**src/rtl/mult_hilo_ctrl.sv**
```systemverilog
// HI/LO register controller for an external combinational 64-bit multiplier.
// It launches a MULT, waits LATENCY cycles, then captures the product into HI/LO.
// MTHI/MTLO write HI or LO directly when the block is idle.
module mult_hilo_ctrl #(
    parameter int unsigned LATENCY = 4
) (
    input  logic        CLK,
    input  logic        Clear,
    input  logic        Start,
    input  logic [1:0]  Op,
    input  logic [31:0] A,
    input  logic [31:0] B,
    output logic [31:0] MulA,
    output logic [31:0] MulB,
    input  logic [63:0] Product,
    output logic [31:0] HI,
    output logic [31:0] LO,
    output logic        Busy,
    output logic        Done,
    output logic        Reject
);

    localparam int unsigned CNT_W  = 4;
    localparam int unsigned DATA_W = 32;

    localparam logic [1:0] OP_MULT = 2'b00;
    localparam logic [1:0] OP_MTHI = 2'b01;
    localparam logic [1:0] OP_MTLO = 2'b10;
    localparam logic [1:0] OP_NOP  = 2'b11;

    localparam logic [CNT_W-1:0] CNT_LOAD = CNT_W'(LATENCY);
    localparam logic [CNT_W-1:0] CNT_ONE  = CNT_W'(1);

    typedef enum logic {
        S_IDLE = 1'b0,
        S_WAIT = 1'b1
    } state_t;

    state_t              state;
    state_t              state_nxt;
    logic [CNT_W-1:0]    cnt;
    logic [CNT_W-1:0]    cnt_nxt;
    logic [DATA_W-1:0]   mul_a_nxt;
    logic [DATA_W-1:0]   mul_b_nxt;
    logic [DATA_W-1:0]   hi_nxt;
    logic [DATA_W-1:0]   lo_nxt;
    logic                busy_nxt;
    logic                done_nxt;
    logic                reject_nxt;

    // State, counter and all registered outputs; Clear forces everything to zero at once.
    always_ff @(posedge CLK or posedge Clear) begin
        if (Clear) begin
            state  <= S_IDLE;
            cnt    <= '0;
            MulA   <= '0;
            MulB   <= '0;
            HI     <= '0;
            LO     <= '0;
            Busy   <= 1'b0;
            Done   <= 1'b0;
            Reject <= 1'b0;
        end else begin
            state  <= state_nxt;
            cnt    <= cnt_nxt;
            MulA   <= mul_a_nxt;
            MulB   <= mul_b_nxt;
            HI     <= hi_nxt;
            LO     <= lo_nxt;
            Busy   <= busy_nxt;
            Done   <= done_nxt;
            Reject <= reject_nxt;
        end
    end

    // Next-state and next-output decode; Done/Reject default low so they pulse one cycle.
    always_comb begin
        state_nxt  = state;
        cnt_nxt    = cnt;
        mul_a_nxt  = MulA;
        mul_b_nxt  = MulB;
        hi_nxt     = HI;
        lo_nxt     = LO;
        busy_nxt   = Busy;
        done_nxt   = 1'b0;
        reject_nxt = 1'b0;

        case (state)
            S_IDLE: begin
                if (Start) begin
                    case (Op)
                        OP_MULT: begin
                            mul_a_nxt = A;
                            mul_b_nxt = B;
                            cnt_nxt   = CNT_LOAD;
                            busy_nxt  = 1'b1;
                            state_nxt = S_WAIT;
                        end
                        OP_MTHI: hi_nxt = A;
                        OP_MTLO: lo_nxt = A;
                        default: ;
                    endcase
                end
            end
            S_WAIT: begin
                cnt_nxt = cnt - CNT_ONE;
                // Any real request while a MULT is in flight is refused, including on the capture edge.
                if (Start && (Op != OP_NOP)) begin
                    reject_nxt = 1'b1;
                end
                if (cnt == CNT_ONE) begin
                    hi_nxt    = Product[63:32];
                    lo_nxt    = Product[31:0];
                    done_nxt  = 1'b1;
                    busy_nxt  = 1'b0;
                    state_nxt = S_IDLE;
                end
            end
            default: state_nxt = S_IDLE;
        endcase
    end

endmodule
```
**config.mk**
```make
export PLATFORM = sky130hd
export DESIGN_NAME = mult_hilo_ctrl
export DESIGN_NICKNAME = d
export VERILOG_FILES = /design/src/rtl/mult_hilo_ctrl.sv
export SDC_FILE = /design/constraint.sdc
export NUM_CORES = 1
export LEC_CHECK = 0
export BUFFER_PORTS_ARGS = -buffer_cell sky130_fd_sc_hd__buf_2
export CORE_MARGIN = 5
export CORE_UTILIZATION = 51
export CTS_CLUSTER_DIAMETER = 200
export DETAILED_ROUTE_END_ITERATION = 7
export PLACE_DENSITY = 0.83
export SYNTH_ARGS = -nofsm -noshare
export SYNTH_HDL_FRONTEND = slang
export SYNTH_SLANG_ARGS = --single-unit
```
**constraint.sdc**
```tcl
create_clock -name CLK -period 8.2 [get_ports CLK]
set_clock_uncertainty 0.05 [all_clocks]
set_input_delay 0 -clock CLK [delete_from_list [all_inputs] [get_ports CLK]]
set_output_delay 0 -clock CLK [all_outputs]
set_load 0.02 [all_outputs]
```
# == Word-level counts from Yosys, hierarchy flattened ==
# Cells that the tools add are included.
# totals
register_bits,136
input_bits,133
out_inout_bits,131
word_cells,50
# classes
add_sub_neg,1
n_eq_ne,9
muxes,23
n_bitwise,1
reduce_logical,7
# op_table
cell,count
2-to-1 mux 32 bit,6
one-hot mux 32 bit (2 select lines),2
AND reduction 3 bit,4
2-to-1 mux 1 bit,10
2-to-1 mux 4 bit,2
"!= test 2 x 1 -> 1 bit, second input constant",4
one-hot mux 4 bit (2 select lines),1
"== test 4 x 1 -> 1 bit, second input constant",1
"!= test 2 bit, second input constant",2
one-hot mux 1 bit (2 select lines),2
"subtractor 4 x 1 -> 4 bit, second input constant",1
"== test 2 x 1 -> 1 bit, second input constant",1
"== test 2 bit, second input constant",1
logical NOT 2 bit,1
AND reduction 2 bit,1
logical AND 1 bit,1
inverter 1 bit,1

# == Depth between registers and ports, before layout ==
# Gate-level depths: netlist (run 1).
# depth
word_depth,4
mapped_depth,6
depth_no_buf,5

# == Worst setup path before layout (run 1) ==
# OpenSTA, ideal clock, no wires.
# synth_timing
kind,flip-flop to flip-flop
from,register cnt[0]
to,register HI[13]
setup_time_ps,125
t_arrival_ps,1562
required_ps,8025
path_slack_ps,6463
path_stages_with_launch,6
n_path_buf,1
period_less_slack_ps,1737
path_cell_list,dfrtp_1 > ha_1 > and4bb_2 > a31oi_4 > buf_4 > mux2_2
# synth_between
elab_chain_cells,3
# synth_rtl
item,line_no,rtl
"start, declared",41,logic [CNT_W-1:0] cnt;
"start signal, assigned",65,cnt <= cnt_nxt;
== test 4 x 1 -> 1 bit,111,if (cnt == CNT_ONE) begin
!= test 2 x 1 -> 1 bit (no source line),n/a,
AND reduction 3 bit (no source line),n/a,
"end signal, assigned",68,HI <= hi_nxt;
"end, declared",16,"output logic [31:0] HI,"
# Every way passes these cells.
# A chain may end at the register's enable or synchronous reset.

# == Worst setup path in the final report (run 1) ==
# layout_timing
from,register cnt[1]
to,register LO[28]
# layout_between
elab_chain_cells,3
# layout_rtl
item,line_no,rtl
== test 4 x 1 -> 1 bit,111,
!= test 2 x 1 -> 1 bit (no source line),n/a,
AND reduction 3 bit (no source line),n/a,
"end signal, assigned",69,LO <= lo_nxt;
"end, declared",17,"output logic [31:0] LO,"
# Every way passes these cells.

==> flow_summary.yaml, run 1 <==
outcome:
  status: "complete, no violations"
sta:
  tightest_slew_ns: 1.15
  min_period_ns: 2.42
  slew_headroom: 0.235
  slew_violations: 0
  hold_viol: 0
  fmax_mhz: 413
  tns_ns: 0
  setup_viol: 0
  layout_worst_path_cycle_share: 0.295
  rsz0062_at_grt: "false"
  timing.hold.ws_ns: 0.0453
clock_network:
  clockBufferDepth: 2
  numCtsBuffers: 17
  h-tree-depth: 4
  path_clk_slew_ns: 0.05
  cts_tree: "built"
  postCtsSetupBuffers: 0
  clk_latency_ns: 0.41
  cts.sinks: 136
  cts_root_buffer: "clkbuf_16"
worst_hold_path:
  hold_class: "in2reg"
die:
  initial_core_util: 0.519
  die_w_um: 118
  die-area_mm2: 0.0138
  io_pins: 264
  die_h_um: 118
  core_area_mm2: 0.0114
  num_rows: 39
layout:
  fillCellCount: 595
  multi_input_area_mm2: 0.00233
  final_common_cell: "buf_2"
  syn_to_final_growth_pct: 56.6
  seq_area_mm2: 0.00340
  final_cell_mix: "buf_2, dfrtp_1, dlygate4sd3_1, nand2_1, mux2_2"
  drive_gt1_frac: 0.483
  nNetsFinal: 1008
pwr:
  leakagePower_nw: 4.78
  ir_worst_vdd_uv: 264
  p_per_area_mw_per_mm2: 382
  power_mw: 3.53
critical_path:
  crit_path_start_kind: "flop"
  cp.required_ns: 8.44
  cpLargestDelayFamily: "compound AO/OA/AOI/OAI gates"
  worstPathArrival_ns: 2.66
  path_max_fanout: 32
  critPathSlowestCell: "a31oi_4"
  cp-end-kind: "flop"
  cp_num_buf_inv: 1
  critPathKind: "reg2reg"
  slowest_delay_ns: 0.91
  path_cells: "inv_1, ha_1, and4bb_2, a31oi_4, mux2_2"
grt:
  gr-total-overflow: 0
  use_met2: 0.493
  grt_pass1_vias: 6000
  met3_usage: 0.0750
  antenna_found_initial: 3
  grt_pass1_wl_mm: 30.4
  busiest_layer: "met2"
  grt_max_degree: 98
  grt_util_met1: 0.286
  track_usage: 0.274
routing:
  drt_iter0_markers: 319
  route.detailed.drc: 0
  first_pass_iters: 5
  wl_mm: 18.9
  via_per_inst: 5.10
  vias: 5268
  antenna_left: 0
  detail_route.wl_per_cell_um: 18.3
synth:
  ys_seq_elements: 136
  ys_types: 23
  syn_avg_cell_area_um2: 12.3
  syn_inst: 478
  syn_nets: 613
  synth_area_mm2: 0.00590
  seq_area_frac_synth: 0.577
  yosysWarningCount: 0
placement:
  hpwlAfterDp_mm: 11.4
  gp_congestion: 0.829
  port_buffers: 263
flow_run:
  max-cap-violations: 0
-- worst paths after layout --
check / from / depth (start not counted) / slack [ns] / end
hold reg to reg: HI[12] / 1 / 0.44 / HI[12]
setup reg to reg: cnt[1] / 5 / 5.78 / LO[28]
max in group asynchronous: Clear / 4 / 6.29 / state
setup / recovery: cnt[1] / 5 / 5.78 / LO[28]
min in group asynchronous: Clear / 3 / 0.21 / MulB[17]
hold / removal: Op[0] / 3 / 0.05 / cnt[0]
-- logic make-up (layout without fill, tap and decap cells) --
logic type               after synthesis  in the layout  share of synthesized area
flip-flops                           136            136                      0.577
AO/OA/AOI/OAI                          7              7                     0.0125
adder cells (fa/ha/maj)                2              2                    0.00424
buffers and inverters                 30            438                     0.0280
multiplexers                         129            129                      0.246
other                                  0              3                          0
AND/OR/NAND/NOR                      174            174                      0.132
-- report_power, final --
group | switching (mW) | total (mW) | internal, mW
sequential | 0.194 | 1.20 | 1.01
combinational | 0.899 | 1.55 | 0.651
clock | 0.273 | 0.780 | 0.507
total | 1.37 | 3.53 | 2.17
-- registers in the layout, summed over array words and instances, names as in the netlist --
name    cells
Reject      1
Done        1
MulB       32
cnt         4
Busy        1
state       1
HI         32
MulA       32
LO         32
-- final cells by class --
cell class,instances,share of cell area
timing repair buffer,401,0.291
antenna,3,0.000813
sequential,136,0.369
multi-input combinational,312,0.252
clock buffer,23,0.0528
tap,143,0.0194
inverter,5,0.00230
clock inverter,9,0.0130
-- routing by layer --
metal,part of all wire,vias up
li1,-,2385
met1,0.35,2571
met2,0.55,246
met3,0.059,66
met4,0.047,0
met5,0,-
-- per-stage QoR --
step / setup WS, ns / std cells / area, µm² / utilization
6_report: 5.78 / 1032 / 9240 / 0.812
5_1_grt: 5.65 / 1032 / 9240 / 0.812
4_1_cts: 5.76 / 1029 / 9230 / 0.812
3_5_place_dp: 5.76 / 864 / 7290 / 0.641
3_3_place_gp: 5.86 / 864 / 7290 / 0.641
2_1_floorplan: 4.51 / 478 / 5900 / -
-- what timing repair did --
item | 4_1_cts | 5_1_grt
hold buffers | 133 | 0
endpoints found under the hold margin | 183 | 0
setup endpoints to repair | 0 | 0
gates resized for setup | 0 | 0
-- worst reg2reg max path, cell delays in order, from the launching register on --
cell	delay, ns
dfrtp_1	0.36
inv_1	0.08
ha_1	0.18
and4bb_2	0.28
a31oi_4	0.91
mux2_2	0.45
-- cell usage after synthesis --
cell type	count	area, µm²
dfrtp_1	136	3400
nand2_1	130	488
mux2_2	124	1400
nand2b_1	34	213
clkbuf_1	11	41.3
buf_4	9	67.6
inv_1	5	18.8
mux2_1	5	56.3
nor2_1	5	18.8
buf_2	3	15.0
a31oi_4	2	42.5
buf_6	2	22.5
ha_1	2	25.0
a211oi_1	1	7.51
a21oi_1	1	5.00
a31oi_1	1	6.26
and2b_1	1	7.51
and4bb_2	1	12.5
nor3b_1	1	7.51
nor4b_1	1	8.76
nor4b_4	1	23.8
o21ai_0	1	5.00
o31ai_1	1	7.51
Power figures use the tool's default switching activity.
==> run 2, diff against run 1 <==
--- a/config.mk
+++ b/config.mk
@@ -5,12 +5,13 @@
 export SDC_FILE = /design/constraint.sdc
 export NUM_CORES = 1
 export LEC_CHECK = 0
+export ABC_AREA = 1
 export BUFFER_PORTS_ARGS = -buffer_cell sky130_fd_sc_hd__buf_2
 export CORE_MARGIN = 5
-export CORE_UTILIZATION = 51
+export CORE_UTILIZATION = 48
 export CTS_CLUSTER_DIAMETER = 200
 export DETAILED_ROUTE_END_ITERATION = 7
-export PLACE_DENSITY = 0.83
+export PLACE_DENSITY = 0.78
 export SYNTH_ARGS = -nofsm -noshare
 export SYNTH_HDL_FRONTEND = slang
 export SYNTH_SLANG_ARGS = --single-unit
==> constraint.sdc (replaced) <==
create_clock -name CLK -period 2.5 [get_ports CLK]
set_clock_uncertainty 0.05 [all_clocks]
set_input_delay 0 -clock CLK [delete_from_list [all_inputs] [get_ports CLK]]
set_output_delay 0 -clock CLK [all_outputs]
set_load 0.02 [all_outputs]
==> run 2 against run 1 <==
Against the previous run:
- sequential power grew to 3.3 times the previous value
- global-route usage grew 3.6 points
- clock-buffer cell count grew 1
- register-to-register slack lost 5.5 ns
- routed wire length grew 24%
- critical path depth is the same
- via count grew 33%
- flip-flop and latch count is the same
- synthesized area grew 3.4%
- combinational power grew to 3.3 times the previous value
- first-iteration DRC count grew 140%
- worst hold slack lost 0.011 ns
- critical endpoint is now MulA[19]
- largest power group unchanged
- highest routed layer unchanged
==> flow_summary.yaml, run 2 <==
grt:
  grt_max_degree: 61
  antenna_found_initial: 0
  gr-total-overflow: 0
  grt_pass1_vias: 7040
  track_usage: 0.310
  grt_pass1_wl_mm: 35.9
synth:
  syn_nets: 909
  yosysMostFrequentCell: "nand2_1"
  ys_seq_elements: 136
  syn_avg_cell_area_um2: 7.88
  synth_area_mm2: 0.00610
  seq_area_frac_synth: 0.558
  syn_inst: 774
  ys_top_cells_by_area: "dfrtp_1, nand2_1, nand3_1"
  yosysWarningCount: 0
  synthTopCellsByCount: "nand2_1, dfrtp_1, nand3_1, buf_2, clkbuf_1"
  async_flop_share: 1.00
  synth_top_area_share: 0.558
  synth_edf_count: 0
  ys_types: 19
  synthFlopType: "dfrtp_1"
  yosysTopAreaCell: "dfrtp_1"
critical_path:
  r2r-end: "MulA[19]"
  cp-end-kind: "flop"
  r2r_slack_ns: 0.25
  crit_path_start_kind: "flop"
  worstPathArrival_ns: 2.56
  cp.required_ns: 2.81
  path_max_fanout: 54
  rr_startpoint: "state"
  r2r_cells: 5
  critPathKind: "reg2reg"
die:
  num_rows: 41
  die_h_um: 123
  die-area_mm2: 0.0151
  core_area_mm2: 0.0125
  initial_core_util: 0.488
  die_w_um: 123
  io_pins: 264
worst_hold_path:
  hp-start: "Op[0]"
  hold_class: "in2reg"
  min_path_cells: 5
  holdPathEnd: "cnt[1]"
routing:
  first_pass_iters: 5
  vias: 6992
  wl_mm: 23.4
  via_per_inst: 5.19
  detail_route.wl_per_cell_um: 17.4
  route.detailed.drc: 0
  drt_iter0_markers: 768
  antenna_left: 0
clock_network:
  h-tree-depth: 4
  cts_tree: "built"
  clockBufferDepth: 2
  cts_root_buffer: "clkbuf_16"
  cts.sinks: 136
  clk_latency_ns: 0.42
  path_clk_slew_ns: 0.06
  numCtsBuffers: 17
layout:
  fillCellCount: 889
  multi_input_area_mm2: 0.00239
  syn_to_final_growth_pct: 56.0
  seq_area_mm2: 0.00340
  drive_gt1_frac: 0.269
  antennaDiodeCount: 0
  nNetsFinal: 1297
  final_common_cell: "nand2_1"
  final_cell_mix: "nand2_1, buf_2, dlygate4sd3_1, dfrtp_1, nand3_1"
  fin_cells: 1347
sta:
  slew_headroom: 0.437
  tightest_slew_ns: 0.843
  setup_viol: 0
  hold_viol: 0
  rsz0062_at_grt: "false"
  tns_ns: 0
  slew_violations: 0
  layout_worst_path_cycle_share: 0.902
  min_period_ns: 2.25
  fmax_mhz: 444
placement:
  hpwlAfterDp_mm: 13.2
  dpl.cell_count: 1171
  gp_congestion: 0.821
  port_buffers: 263
pwr:
  leakagePower_nw: 5.42
  p_per_area_mw_per_mm2: 1210
  ir_worst_vdd_uv: 710
flow_run:
  max-cap-violations: 0
outcome:
  status: "complete, no violations"
[run 2: per-stage QoR]
| step | total power [mW] | instance area [µm²] | worst slack (ns) | hold slack (ns) | utilization |
|---|---|---|---|---|---|
| after global routing | 12.2 | 9520 | 0.100 | 0.0551 | 0.761 |
| after floorplan | 6.98 | 6110 | 0.757 | 0.0358 | - |
| final | 11.5 | 9520 | 0.246 | 0.0341 | 0.761 |
| after detailed placement | 8.72 | 7510 | 0.534 | 0.138 | 0.600 |
| after global placement | 8.62 | 7510 | 0.584 | 0.138 | 0.600 |
| after CTS | 11.3 | 9520 | 0.113 | 0.0137 | 0.760 |
[run 2: cells by family (layout without fill, tap and decap cells)]
| family | count (synthesis) | count (layout) | share of synthesized area |
|---|---|---|---|
| buffers and inverters | 62 | 463 | 0.0527 |
| flip-flops | 136 | 136 | 0.558 |
| adder cells (fa/ha/maj) | 2 | 2 | 0.00410 |
| AND/OR/NAND/NOR | 568 | 568 | 0.380 |
| AO/OA/AOI/OAI | 6 | 6 | 0.00533 |
[run 2: repair_timing]
action	4_1_cts	5_1_grt
endpoints found under the setup margin	0	1
buffers inserted	0	0
gates resized for setup	0	1
endpoints found under the hold margin	164	0
hold buffers	144	0
[run 2: critical path: stages (launching register included)]
cell and delay [ns]:
dfrtp_2 0.56, nor2_4 0.36, buf_6 0.42, nand3_1 0.12, dlygate4sd3_1 0.59, nand2_1 0.06
[run 2: report_power, final]
group | internal (mW) | switching [mW] | total [mW]
Sequential | 3.26 | 0.683 | 3.95
Combinational | 1.70 | 3.40 | 5.10
Clock | 1.51 | 0.921 | 2.44
[run 2: metal layers]
metal | part of all wire | wire [µm] | global-route usage
met1 | 0.36 | 8460 | 0.353
met2 | 0.50 | 11800 | 0.530
met5 | 0 | 0 | 0
met3 | 0.089 | 2090 | 0.0806
met4 | 0.046 | 1080 | 0.174
[run 2: how the worst max path moves through the flow]
stage | startpoint | end | slack [ns] | cells past startpoint
floorplan | Clear | Busy | 0.76 | 1
global placement | state | HI[23] | 0.58 | 6
detailed placement | state | HI[20] | 0.53 | 6
CTS | state | MulA[19] | 0.11 | 5
global route | state | MulA[19] | 0.10 | 5
finish | state | MulA[19] | 0.25 | 5
[run 2: layout make-up]
type,instances,area share
Multi-Input combinational cell,576,0.251
Clock buffer,24,0.0495
Inverter,10,0.00434
Tap cell,172,0.0226
Timing Repair Buffer,421,0.305
Sequential cell,136,0.358
Clock inverter,8,0.0102
==> run 3, diff against run 2 <==
--- a/config.mk
+++ b/config.mk
@@ -6,11 +6,12 @@
 export NUM_CORES = 1
 export LEC_CHECK = 0
 export ABC_AREA = 1
-export BUFFER_PORTS_ARGS = -buffer_cell sky130_fd_sc_hd__buf_2
+export BUFFER_PORTS_ARGS = -buffer_cell sky130_fd_sc_hd__buf_4
 export CORE_MARGIN = 5
 export CORE_UTILIZATION = 48
 export CTS_CLUSTER_DIAMETER = 200
 export DETAILED_ROUTE_END_ITERATION = 7
+export GPL_TIMING_DRIVEN = 0
 export PLACE_DENSITY = 0.78
 export SYNTH_ARGS = -nofsm -noshare
 export SYNTH_HDL_FRONTEND = slang
==> run 3 against run 2 <==
Against the previous run:
- power rose by 9.4%
- sequential power is essentially flat
- critical path depth increased by 4
- sequential share of layout area decreased by 2.8 points
- first-iteration DRC count up 7.0%
- routed wire length is 7.9% higher
- largest power group unchanged
==> flow_summary.yaml, run 3 (synthesis results as in run 2) <==
placement:
  dpl.cell_count: 1213
  postPlaceCellArea_mm2: 0.00838
  port_buffers: 263
  gp_congestion: 0.854
  hpwlAfterDp_mm: 15.2
routing:
  detail_route.wl_per_cell_um: 18.3
  first_pass_iters: 8
  antenna_left: 0
  drt_iter0_markers: 822
  route.detailed.drc: 0
  vias: 7244
  wl_mm: 25.3
  via_per_inst: 5.25
grt:
  grt_max_degree: 37
  grt_pass1_wl_mm: 39.3
  grt_pass1_vias: 7659
  antenna_found_initial: 0
  track_usage: 0.341
  gr-total-overflow: 0
clock_network:
  cts.sinks: 136
  clk_latency_ns: 0.41
  cts_tree: "built"
  numCtsBuffers: 17
  cts_root_buffer: "clkbuf_16"
  cts_resized: 0
  clockBufferDepth: 2
  path_clk_slew_ns: 0.06
  h-tree-depth: 4
outcome:
  status: "complete, no violations"
die:
  num_rows: 41
  die_h_um: 123
  core_area_mm2: 0.0125
  io_pins: 264
  initial_core_util: 0.488
  die_w_um: 123
  die-area_mm2: 0.0151
layout:
  fin_util: 0.825
  final_cell_mix: "nand2_1, buf_4, dfrtp_1, dlygate4sd3_1, nand3_1"
  drive_gt1_frac: 0.286
  final_common_cell: "nand2_1"
  fin_cells: 1381
  antennaDiodeCount: 0
  syn_to_final_growth_pct: 69.2
  nNetsFinal: 1331
  finalInstanceArea_mm2: 0.0103
pwr:
  leakagePower_nw: 5.78
  p_per_area_mw_per_mm2: 1220
  ir_worst_vdd_uv: 653
critical_path:
  slowest_delay_ns: 0.58
  worstPathArrival_ns: 2.42
  critPathSlowestCell: "dlygate4sd3_1"
  cp_common_cell: "nand2_1"
  cp.required_ns: 2.80
  cpLargestDelayFamily: "buffers and inverters"
  path_cells: "buf_4, inv_2, buf_2, buf_4, nand2_1, nand2_1, dlygate4sd3_1, nand2_1, nand2_1"
  path_max_fanout: 10
  cp_num_buf_inv: 5
  critPathKind: "reg2reg"
  cp-end-kind: "flop"
  crit_path_start_kind: "flop"
sta:
  timing.hold.ws_ns: 0.0483
  hold_viol: 0
  rsz0062_at_grt: "false"
  setup_viol: 0
  layout_worst_path_cycle_share: 0.849
  tightest_slew_ns: 0.613
  slew_violations: 0
  slew_headroom: 0.591
  fmax_mhz: 471
  tns_ns: 0
  min_period_ns: 2.12
flow_run:
  max-cap-violations: 0
worst_hold_path:
  hold_class: "in2reg"
run 3: path summary, 6_finish.rpt:
path | startpoint | cells after the start | slack (ns) | endpoint
max | state | 9 | 0.38 | LO[26]
min | Op[0] | 5 | 0.05 | LO[11]
max reg2reg | state | 9 | 0.38 | LO[26]
min reg2reg | MulA[31] | 2 | 0.42 | MulA[31]
max in group asynchronous | Clear | 6 | 1.31 | MulA[30]
min in group asynchronous | Clear | 3 | 0.13 | HI[21]
run 3: layout make-up:
type | count | area, µm²
plain buffers | 52 | 284
clock buffers | 22 | 464
flip-flops and latches | 136 | 3400
multi-input cells | 576 | 2380
inverters | 10 | 41.3
clock inverters | 10 | 125
well taps | 172 | 215
repair buffers | 403 | 3420
fillers | 741 | 2190
run 3: through the flow:
step / power [mW] / setup slack (ns)
final: 12.6 / 0.377
after global routing: 13.3 / 0.304
after CTS: 12.3 / 0.469
after detailed placement: 9.57 / 0.914
after global placement: 9.44 / -0.169
after floorplan: 6.98 / 0.757
run 3: timing repair:
action                                  CTS  global route
endpoints found under the setup margin    0             0
buffers inserted                          0             0
endpoints found under the hold margin   172             0
hold buffers                            136             0
run 3: tightest hold or removal path: stages:
cell,delay (ns)
buf_4,0.12
nor2_4,0.04
nand2_2,0.13
nand3_1,0.10
nand2_1,0.08
run 3: power breakdown:
part / switching [mW] / total, mW / internal (mW) / leakage [nW]
sequential: 0.669 / 3.93 / 3.27 / 1.69
clock: 0.931 / 2.54 / 1.61 / 0.297
combinational: 3.67 / 6.09 / 2.42 / 3.79
total: 5.27 / 12.6 / 7.30 / 5.78
run 3: routing by layer:
| metal | up-vias | part of all wire | track usage |
|---|---|---|---|
| met1 | 3404 | 0.36 | 0.393 |
| met5 | - | 0 | 0 |
| li1 | 3286 | - | - |
| met4 | 0 | 0.046 | 0.181 |
| met3 | 98 | 0.083 | 0.0806 |
| met2 | 456 | 0.51 | 0.586 |
